**src/rtl/fft8_in_s2p.sv**
```systemverilog
// Serial-to-parallel input stage for fft8: gathers up to 8 complex samples per frame,
// zero-pads short frames, and presents the frame on x0..x7 with a one-cycle fft_en.
module fft8_in_s2p #(
  parameter int unsigned DW = 24,
  parameter int unsigned CW = 16
) (
  input  logic                 clk,
  input  logic                 rstn,
  input  logic                 din_valid,
  output logic                 din_ready,
  input  logic                 din_sof,
  input  logic                 din_last,
  input  logic signed [DW-1:0] din_real,
  input  logic signed [DW-1:0] din_imag,
  output logic                 fft_en,
  output logic signed [DW-1:0] x0_real,
  output logic signed [DW-1:0] x1_real,
  output logic signed [DW-1:0] x2_real,
  output logic signed [DW-1:0] x3_real,
  output logic signed [DW-1:0] x4_real,
  output logic signed [DW-1:0] x5_real,
  output logic signed [DW-1:0] x6_real,
  output logic signed [DW-1:0] x7_real,
  output logic signed [DW-1:0] x0_imag,
  output logic signed [DW-1:0] x1_imag,
  output logic signed [DW-1:0] x2_imag,
  output logic signed [DW-1:0] x3_imag,
  output logic signed [DW-1:0] x4_imag,
  output logic signed [DW-1:0] x5_imag,
  output logic signed [DW-1:0] x6_imag,
  output logic signed [DW-1:0] x7_imag,
  output logic                 drop_err,
  output logic [CW-1:0]        frame_cnt
);

  localparam int unsigned NPT = 8;
  localparam int unsigned SW  = 3;

  typedef enum logic {FILL = 1'b0, PAD = 1'b1} state_t;

  state_t               state;
  logic [SW-1:0]        cnt;
  logic signed [DW-1:0] slot_re [NPT];
  logic signed [DW-1:0] slot_im [NPT];
  logic signed [DW-1:0] x_re    [NPT];
  logic signed [DW-1:0] x_im    [NPT];

  logic                 accept_c;
  logic                 resync_c;
  logic                 wr_en_c;
  logic [SW-1:0]        wr_idx_c;
  logic signed [DW-1:0] wr_re_c;
  logic signed [DW-1:0] wr_im_c;
  logic                 done_c;

  // Slot write decode: an accepted sample in FILL, or a zero pad in PAD; sof forces slot 0.
  always_comb begin
    accept_c = (state == FILL) && din_valid && din_ready;
    resync_c = accept_c && din_sof && (cnt != '0);
    wr_en_c  = accept_c || (state == PAD);
    wr_idx_c = (accept_c && din_sof) ? '0 : cnt;
    wr_re_c  = '0;
    wr_im_c  = '0;
    if (accept_c) begin
      wr_re_c = din_real;
      wr_im_c = din_imag;
    end
    done_c = wr_en_c && (wr_idx_c == SW'(NPT - 1));
  end

  // Collect slots are always fully written before being read, so they carry no reset.
  always_ff @(posedge clk) begin
    if (wr_en_c) begin
      slot_re[wr_idx_c] <= wr_re_c;
      slot_im[wr_idx_c] <= wr_im_c;
    end
  end

  // Control FSM plus output frame registers; slot 7 bypasses straight into x7.
  always_ff @(posedge clk or negedge rstn) begin
    if (!rstn) begin
      state     <= FILL;
      cnt       <= '0;
      din_ready <= 1'b0;
      fft_en    <= 1'b0;
      drop_err  <= 1'b0;
      frame_cnt <= '0;
      for (int k = 0; k < NPT; k++) begin
        x_re[k] <= '0;
        x_im[k] <= '0;
      end
    end else begin
      fft_en   <= done_c;
      drop_err <= resync_c;
      case (state)
        FILL: begin
          din_ready <= 1'b1;
          if (accept_c) begin
            if (done_c) begin
              cnt <= '0;
            end else begin
              cnt <= wr_idx_c + SW'(1);
              if (din_last) begin
                state     <= PAD;
                din_ready <= 1'b0;
              end
            end
          end
        end
        PAD: begin
          if (done_c) begin
            cnt       <= '0;
            state     <= FILL;
            din_ready <= 1'b1;
          end else begin
            cnt <= cnt + SW'(1);
          end
        end
        default: state <= FILL;
      endcase
      if (done_c) begin
        frame_cnt <= frame_cnt + CW'(1);
        for (int k = 0; k < NPT - 1; k++) begin
          x_re[k] <= slot_re[k];
          x_im[k] <= slot_im[k];
        end
        x_re[NPT-1] <= wr_re_c;
        x_im[NPT-1] <= wr_im_c;
      end
    end
  end

  assign x0_real = x_re[0];
  assign x1_real = x_re[1];
  assign x2_real = x_re[2];
  assign x3_real = x_re[3];
  assign x4_real = x_re[4];
  assign x5_real = x_re[5];
  assign x6_real = x_re[6];
  assign x7_real = x_re[7];
  assign x0_imag = x_im[0];
  assign x1_imag = x_im[1];
  assign x2_imag = x_im[2];
  assign x3_imag = x_im[3];
  assign x4_imag = x_im[4];
  assign x5_imag = x_im[5];
  assign x6_imag = x_im[6];
  assign x7_imag = x_im[7];

endmodule
```
**config.mk**
```make
export PLATFORM = sky130hd
export DESIGN_NAME = fft8_in_s2p
export DESIGN_NICKNAME = d
export VERILOG_FILES = /design/src/rtl/fft8_in_s2p.sv
export SDC_FILE = /design/constraint.sdc
export NUM_CORES = 1
export LEC_CHECK = 0
export BUFFER_PORTS_ARGS = -buffer_cell sky130_fd_sc_hd__buf_2
export CELL_PAD_IN_SITES_DETAIL_PLACEMENT = 2
export CELL_PAD_IN_SITES_GLOBAL_PLACEMENT = 2
export CORE_MARGIN = 2
export CORE_UTILIZATION = 25
export CTS_CLUSTER_SIZE = 40
export DETAILED_ROUTE_END_ITERATION = 7
export GPL_ROUTABILITY_DRIVEN = 0
export PLACE_DENSITY_LB_ADDON = 0.1
export SYNTH_ARGS = -nofsm -noshare
export SYNTH_HDL_FRONTEND = slang
export SYNTH_SLANG_ARGS = --single-unit
```
**constraint.sdc**
```tcl
create_clock -name clk -period 6.3 [get_ports clk]
set_input_delay 0.63 -clock clk [delete_from_list [all_inputs] [get_ports clk]]
set_output_delay 0.63 -clock clk [all_outputs]
set_load 0.05 [all_outputs]
```
==> impl_results.md, run 1 <==
* Status: finished, final reports clean
* CP Cell Sequence: nand2_4 > nor2_1 > a21oi_1 > ha_1 > ha_1 > clkinv_2 > nor2_4 > buf_4 > a22oi_1 > o2bb2ai_1
* Final Util at 0.317
* Area grow syn2layout at 25.5%
* Drt initial violations at 896
* VDD IR-drop max at 236 uV
* Sequential share of the synthesized area at 0.774
* Final hold vios at 0
* Final critical-path share of the clock period at 0.697
* CP endpoint kind: flip-flop
* Tot GR Track Use at 0.174
* RSZ-0062 raised after global routing: false
* Clk root buf: clkbuf_16
* Largest net degree at the start of global routing at 178
* Syn Area/Cell at 12.5 um^2
* Power Dens Cells at 635 nW/um^2
* Slew Viols, Final at 0
* Antenna violations before repair at 16
* Core box area at 104000 um^2
* Worst-margin pin slew at approximately 1.2 ns
* I/O Buffers at 455
* Rows at 118
* Synth warn at 0
* # resized after CTS at 0
* Crit path arrival time at roughly 5 ns
* DIE HEIGHT at 328 um
* GRT overflow at 0
* Post-route ant nets at 0
* Slew HR at 0.179
* Clock latency on the worst-skew pair at 0.65 ns
* Hold_ws at 0.274 ns
* Most used cell, CP: ha_1
* WL final at a little over 90000 um
* Post-layout worst setup margin at 1.91 ns
* CP max stage delay at 0.83 ns
* Die area at 107000 um^2
* Worst-path maximum fanout at 53
* Place WS at between 1.5 and 2 ns
* Setup Skew at 0.0174 ns
* # IOs at 456
* Fill count at 11.0k
* Post-Synthesis Cells at 2093
* Router iterations before antenna repair at 5
* Final min period at 4.39 ns
* H-tree levels at 3
* Vias in the first global route at 19.7k
* DR vias at roughly 18k
* Yosys reg bits at 743
* Pleak at between 15 and 20 nW
* Nets@finish at 2609
* Crit path kind: reg2reg
* FMAX at about 230 MHz
* Initial Utilization at 0.252
* Via density at around 4.4
* Max Cap Viol at 0
* Num CTS Buffers at a little under 90
* Post-Synthesis Cell Area at 26200 um^2
* Reg clk slew, reported paths at 0.06 ns
* Ratio of cells with drive above 1 in the final layout at 0.237
* Hold Path Class: in2reg
* Post-synth net total at 2151
* First-pass GRT wire length at roughly 140000 um
* Worst EP required at slightly below 7 ns
* Die X at about 330 um
* Netlist cell types at 25
* Wire length per cell at 23.3 um
* HPWL Detailed at roughly 59000 um
* Setup TNS at 0 ns
* Crit path max-delay cell type: clkinv_2
* CTS tree: built
* Setup Viol. Count Final at 0
* Clk buf depth at 3
* Number of post-CTS setup repair buffers at 0
* Sink Count at 743
* Post-route DRC at 0
* Critical Path Start Type: flip-flop
[state kept, by name, summed over array words and instances (netlist names), 24 cells and up]
register	cells
slot_im	168
slot_re	168
x0_imag	24
x0_real	24
x1_imag	24
x1_real	24
x2_imag	24
x2_real	24
x3_imag	24
x3_real	24
x4_imag	24
x4_real	24
x5_imag	24
x5_real	24
x6_imag	24
x6_real	24
x7_imag	24
x7_real	24
[metrics by stage]
step	std cells	cell area [um^2]	power [mW]
global placement	3841	30000	16.0
detailed placement	3841	30000	16.1
finish	4008	32900	20.9
global route	4004	32900	22.1
CTS	4004	32900	21.3
floorplan	2093	26200	13.3
[power breakdown]
group          internal, mW  total, mW  leakage (nW)  switching (mW)
Combinational          1.49       7.90          5.73            6.40
Sequential             6.94       7.95          8.34            1.01
Clock                  2.99       5.04          1.40            2.05
[cell families (layout without fill, tap and decap cells)]
family	count (synthesis)	in the layout	share of synthesized area
fa+ha+maj	5	5	0.00239
other cells	0	4	0
buf+inv	113	644	0.0202
xor+xnor	16	16	0.00535
compound gates	113	113	0.0335
flops	743	743	0.774
simple gates	1103	1103	0.165
[timing repair]
action / in CTS / in global routing
hold buffers: 1 / 0
setup endpoints to repair: 0 / 0
hold endpoints to repair: 55 / 0
[placed cells by master (no fill, tap or decap), types with 5 or more instances in the layout]
| cell | count |
|---|---|
| buf_2 | 454 |
| o21ai_0 | 5 |
| nor2_4 | 6 |
| a21oi_1 | 8 |
| nand3_1 | 6 |
| clkbuf_8 | 22 |
| clkinv_2 | 14 |
| a22oi_1 | 48 |
| buf_12 | 6 |
| buf_4 | 14 |
| o2bb2ai_1 | 48 |
| edfxtp_1 | 336 |
| nand4_1 | 9 |
| clkbuf_16 | 89 |
| and3_1 | 51 |
| ha_1 | 5 |
| xnor2_1 | 16 |
| nand2_1 | 1020 |
| dfrtp_1 | 406 |
| clkbuf_1 | 29 |
[final timing paths]
kind | startpoint | end | slack [ns] | cells past startpoint
hold / removal | din_last | state | 0.27 | 3
setup / recovery | din_ready | x7_imag[0] | 1.91 | 10
max in group asynchronous | rstn | state | 4.36 | 3
setup reg to reg | din_ready | x7_imag[0] | 1.91 | 10
hold reg to reg | slot_im[6][1] | x6_imag[1] | 0.42 | 2
min in group asynchronous | rstn | x2_real[16] | 0.52 | 2
[worst max-delay path: cells and delay by family, from the launching register on]
family          cells  cell delay (ns)
simple gates        3             1.34
buf+inv             2             1.39
flops               1             0.44
compound gates      3             0.54
fa+ha+maj           2             0.50
[synth_stat cells]
cell,n,area share
a21oi_1,8,0.0015
a22oi_1,48,0.014
a31oi_1,1,0.00024
a32oi_1,1,0.00033
and2_1,1,0.00024
and3_1,51,0.012
and4_1,3,0.0010
buf_2,77,0.015
buf_6,1,0.00043
clkbuf_1,29,0.0042
dfrtp_1,407,0.39
edfxtp_1,336,0.39
ha_1,5,0.0024
inv_1,3,0.00043
inv_2,3,0.00043
nand2_1,1021,0.15
nand3_1,6,0.0011
nand4_1,9,0.0021
nor2_1,10,0.0014
nor3_1,2,0.00038
o21ai_0,5,0.00095
o21ai_2,1,0.00033
o2bb2ai_1,48,0.016
o32ai_1,1,0.00033
xnor2_1,16,0.0053
[area by class of cell]
cell class,count,area (um^2),share of cell area
inverter,6,31.3,0.000951
clock inverter,22,209,0.00635
antenna,4,10.0,0.000304
timing repair buffer,476,2520,0.0767
clock buffer,140,2640,0.0802
sequential,743,20300,0.617
tap,1380,1730,0.0525
multi-input combinational,1237,5470,0.166
[layer usage]
metal	wire, um	track usage
met1	41900	0.233
met2	43900	0.282
met3	5980	0.0449
met4	1610	0.0427
met5	106	0
No activity file was read; power rests on OpenSTA's default activity.
==> inputs of run 2 (changes only) <==
==> constraint.sdc (replaced) <==
create_clock -name clk -period 4.3 [get_ports clk]
set_input_delay 0.43 -clock clk [delete_from_list [all_inputs] [get_ports clk]]
set_output_delay 0.43 -clock clk [all_outputs]
set_load 0.05 [all_outputs]
==> run 2 against run 1 <==
Effect of this change: flip-flop and latch count stayed put; clock power is 47% higher; highest routed layer unchanged; clock-buffer cell count is 2 lower; clock skew is 0.0060 ns higher; register-to-register slack worse by 0.59 ns; critical path depth is 1 lower; via count is 0.12% lower; maximum frequency is 47% higher; worst setup slack worse by 0.59 ns; worst hold slack worse by 0.19 ns; power is 47% higher.
==> impl_results.md, run 2 (synthesis results as in run 1) <==
* Power Dens Cells at 931 nW/um^2 (+47%)
* Final min period at 2.98 ns (-1.41 ns)
* Hold_buf cts at 1 (unchanged)
* GRT overflow at 0 (unchanged)
* Final Util at 0.319 (+0.00171)
* Clock latency on the worst-skew pair at 0.65 ns (about the same)
* Hold Path Class: in2reg
* Worst-margin pin slew at 1.15 ns (-0.0772 ns)
* Post-DP Area at 30200 um^2 (+0.61%)
* Die X at 328 um (unchanged)
* Wire length on met3 at 5660 um (-5.3%)
* R2R Path End: x7_real[11]
* Critical Path Start Type: flip-flop
* Multi-input gate area at 5480 um^2 (+0.23%)
* Area occupied by registers at 20300 um^2 (unchanged)
* # IOs at 456 (unchanged)
* Setup Skew at 0.0234 ns (+0.00600 ns)
* Flop2flop setup slack at 1.32 ns (-0.59 ns)
* WL final at 94100 um (+0.61%)
* Ratio of cells with drive above 1 in the final layout at 0.237 (-0.000500)
* Antenna violations before repair at 18 (+2)
* # resized after CTS at 0 (unchanged)
* I/O Buffers at 455 (unchanged)
* Sink Count at 743 (unchanged)
* Setup TNS at 0 ns (unchanged)
* Num CTS Buffers at 88 (+1.1%)
* Highest-count cells in the layout ignoring fill and taps: nand2_1 (1020), buf_2 (454), dfrtp_1 (406), edfxtp_1 (336), clkbuf_16 (92)
* Critical path startpoint: state
* Vias in the first global route at 19.5k (-1.2%)
* Worst EP required at 4.85 ns (-2.00 ns)
* Setup Viol. Count Final at 0 (unchanged)
* Slew Viols, Final at 0 (unchanged)
* Tot GR Track Use at 0.175 (+0.000541)
* Worst R2R Start: state
* Final critical-path share of the clock period at 0.693 (-0.00467)
* Rows at 118 (unchanged)
* H-tree levels at 3 (unchanged)
* Fin area at 33100 um^2 (+0.54%)
* Wire length per cell at 23.4 um (+0.31%)
* Router iterations before antenna repair at 5 (unchanged)
* Top Registers: slot_im (168), slot_re (168)
* FMAX at 336 MHz (+47%)
* Clk buf depth at 3 (unchanged)
* Clk root buf: clkbuf_16
* Post-route ant nets at 0 (unchanged)
* Initial Utilization at 0.252 (unchanged)
* HPWL Detailed at 61900 um (+4.3%)
* Number of post-CTS setup repair buffers at 0 (unchanged)
* RSZ-0062 raised after global routing: false
* Crit path kind: reg2reg
* Most common cell after layout, fill and taps aside: nand2_1
* CP endpoint kind: flip-flop
* DIE HEIGHT at 328 um (unchanged)
* Reg clk slew, reported paths at 0.06 ns (about the same)
* Max Cap Viol at 0 (unchanged)
* Top sig layer: met5
* Critical path destination: x7_real[11]
* Via density at 4.42 (-0.42%)
* Wl on met1 at 42300 um (+0.97%)
* VDD IR-drop max at 452 uV (+92%)
* Core box area at 104000 um^2 (unchanged)
* Fill count at 11.1k (+0.30%)
* Pleak at 15.5 nW (+0.44%)
* Crit path arrival time at 3.52 ns (-1.42 ns)
* Worst-path maximum fanout at 25 (-53%)
* Final hold vios at 0 (unchanged)
* Die area at 107000 um^2 (unchanged)
* Overall power at 30.8 mW (+47%)
* DR vias at 17.8k (-0.12%)
* Post-route DRC at 0 (unchanged)
* Slew HR at 0.231 (+0.0516)
* CTS tree: built
* Nets@finish at 2623 (+0.54%)
* Area grow syn2layout at 26.2%
* Metal2 WL at 44100 um (+0.51%)
* Status: finished, final reports clean
* First-pass GRT wire length at 138000 um (-0.15%)
* Drt initial violations at 839 (-6.4%)
* Reg2reg path depth at 9 (-1)
* Largest net degree at the start of global routing at 178 (unchanged)
-- run 2: changes by cell type in the layout (fill, tap and decap cells not counted), sizes merged --
cell and delta:
buf +13, clkinvlp +1, clkinv +1, bufinv +2
diode -2, clkbuf -2, inv -1
-- run 2: through the flow --
stage                     hold WS, ns  cells  setup slack [ns]
after global routing           0.0751   4018              1.16
after floorplan                 0.134   2093             0.618
after detailed placement        0.427   3854              1.30
after CTS                      0.0249   4018              1.27
final                          0.0873   4020              1.32
after global placement          0.419   3854              1.48
-- run 2: how the worst min path moves through the flow --
stage	from	endpoint	slack, ns	cells past startpoint
6_report	din_sof	drop_err	0.09	3
5_1_grt	din_last	state	0.08	3
4_1_cts	din_sof	drop_err	0.02	3
3_5_place_dp	slot_re[4][23]	x4_real[23]	0.43	2
3_3_place_gp	slot_im[6][14]	x6_imag[14]	0.42	2
2_1_floorplan	rstn	cnt[0]	0.13	0
-- run 2: metal layers --
metal  global-route usage  vias to the layer above
met1                0.236                     9311
met4               0.0441                       24
li1                     -                     7883
met2                0.280                      440
met3               0.0453                      126
met5                    0                        -
-- run 2: final cells by class --
type	count	area share
Multi-Input combinational cell	1237	0.166
Sequential cell	743	0.613
Antenna cell	2	0.000151
Tap cell	1380	0.0522
Inverter	6	0.000908
Clock inverter	25	0.00791
Timing Repair Buffer	489	0.0815
Clock buffer	138	0.0782
-- run 2: critical path, cell delays in order, from the launching register on --
cell	delay, ns
dfrtp_4	0.59
nor2_1	0.15
a21oi_1	0.22
ha_1	0.19
ha_1	0.32
inv_2	0.09
nor2_4	0.69
buf_12	0.28
a22oi_1	0.10
o2bb2ai_1	0.20
-- run 2: power breakdown --
part | total (mW) | switching (mW) | internal [mW]
Combinational | 11.6 | 9.38 | 2.26
Clock | 7.43 | 3.01 | 4.42
Sequential | 11.7 | 1.56 | 10.2
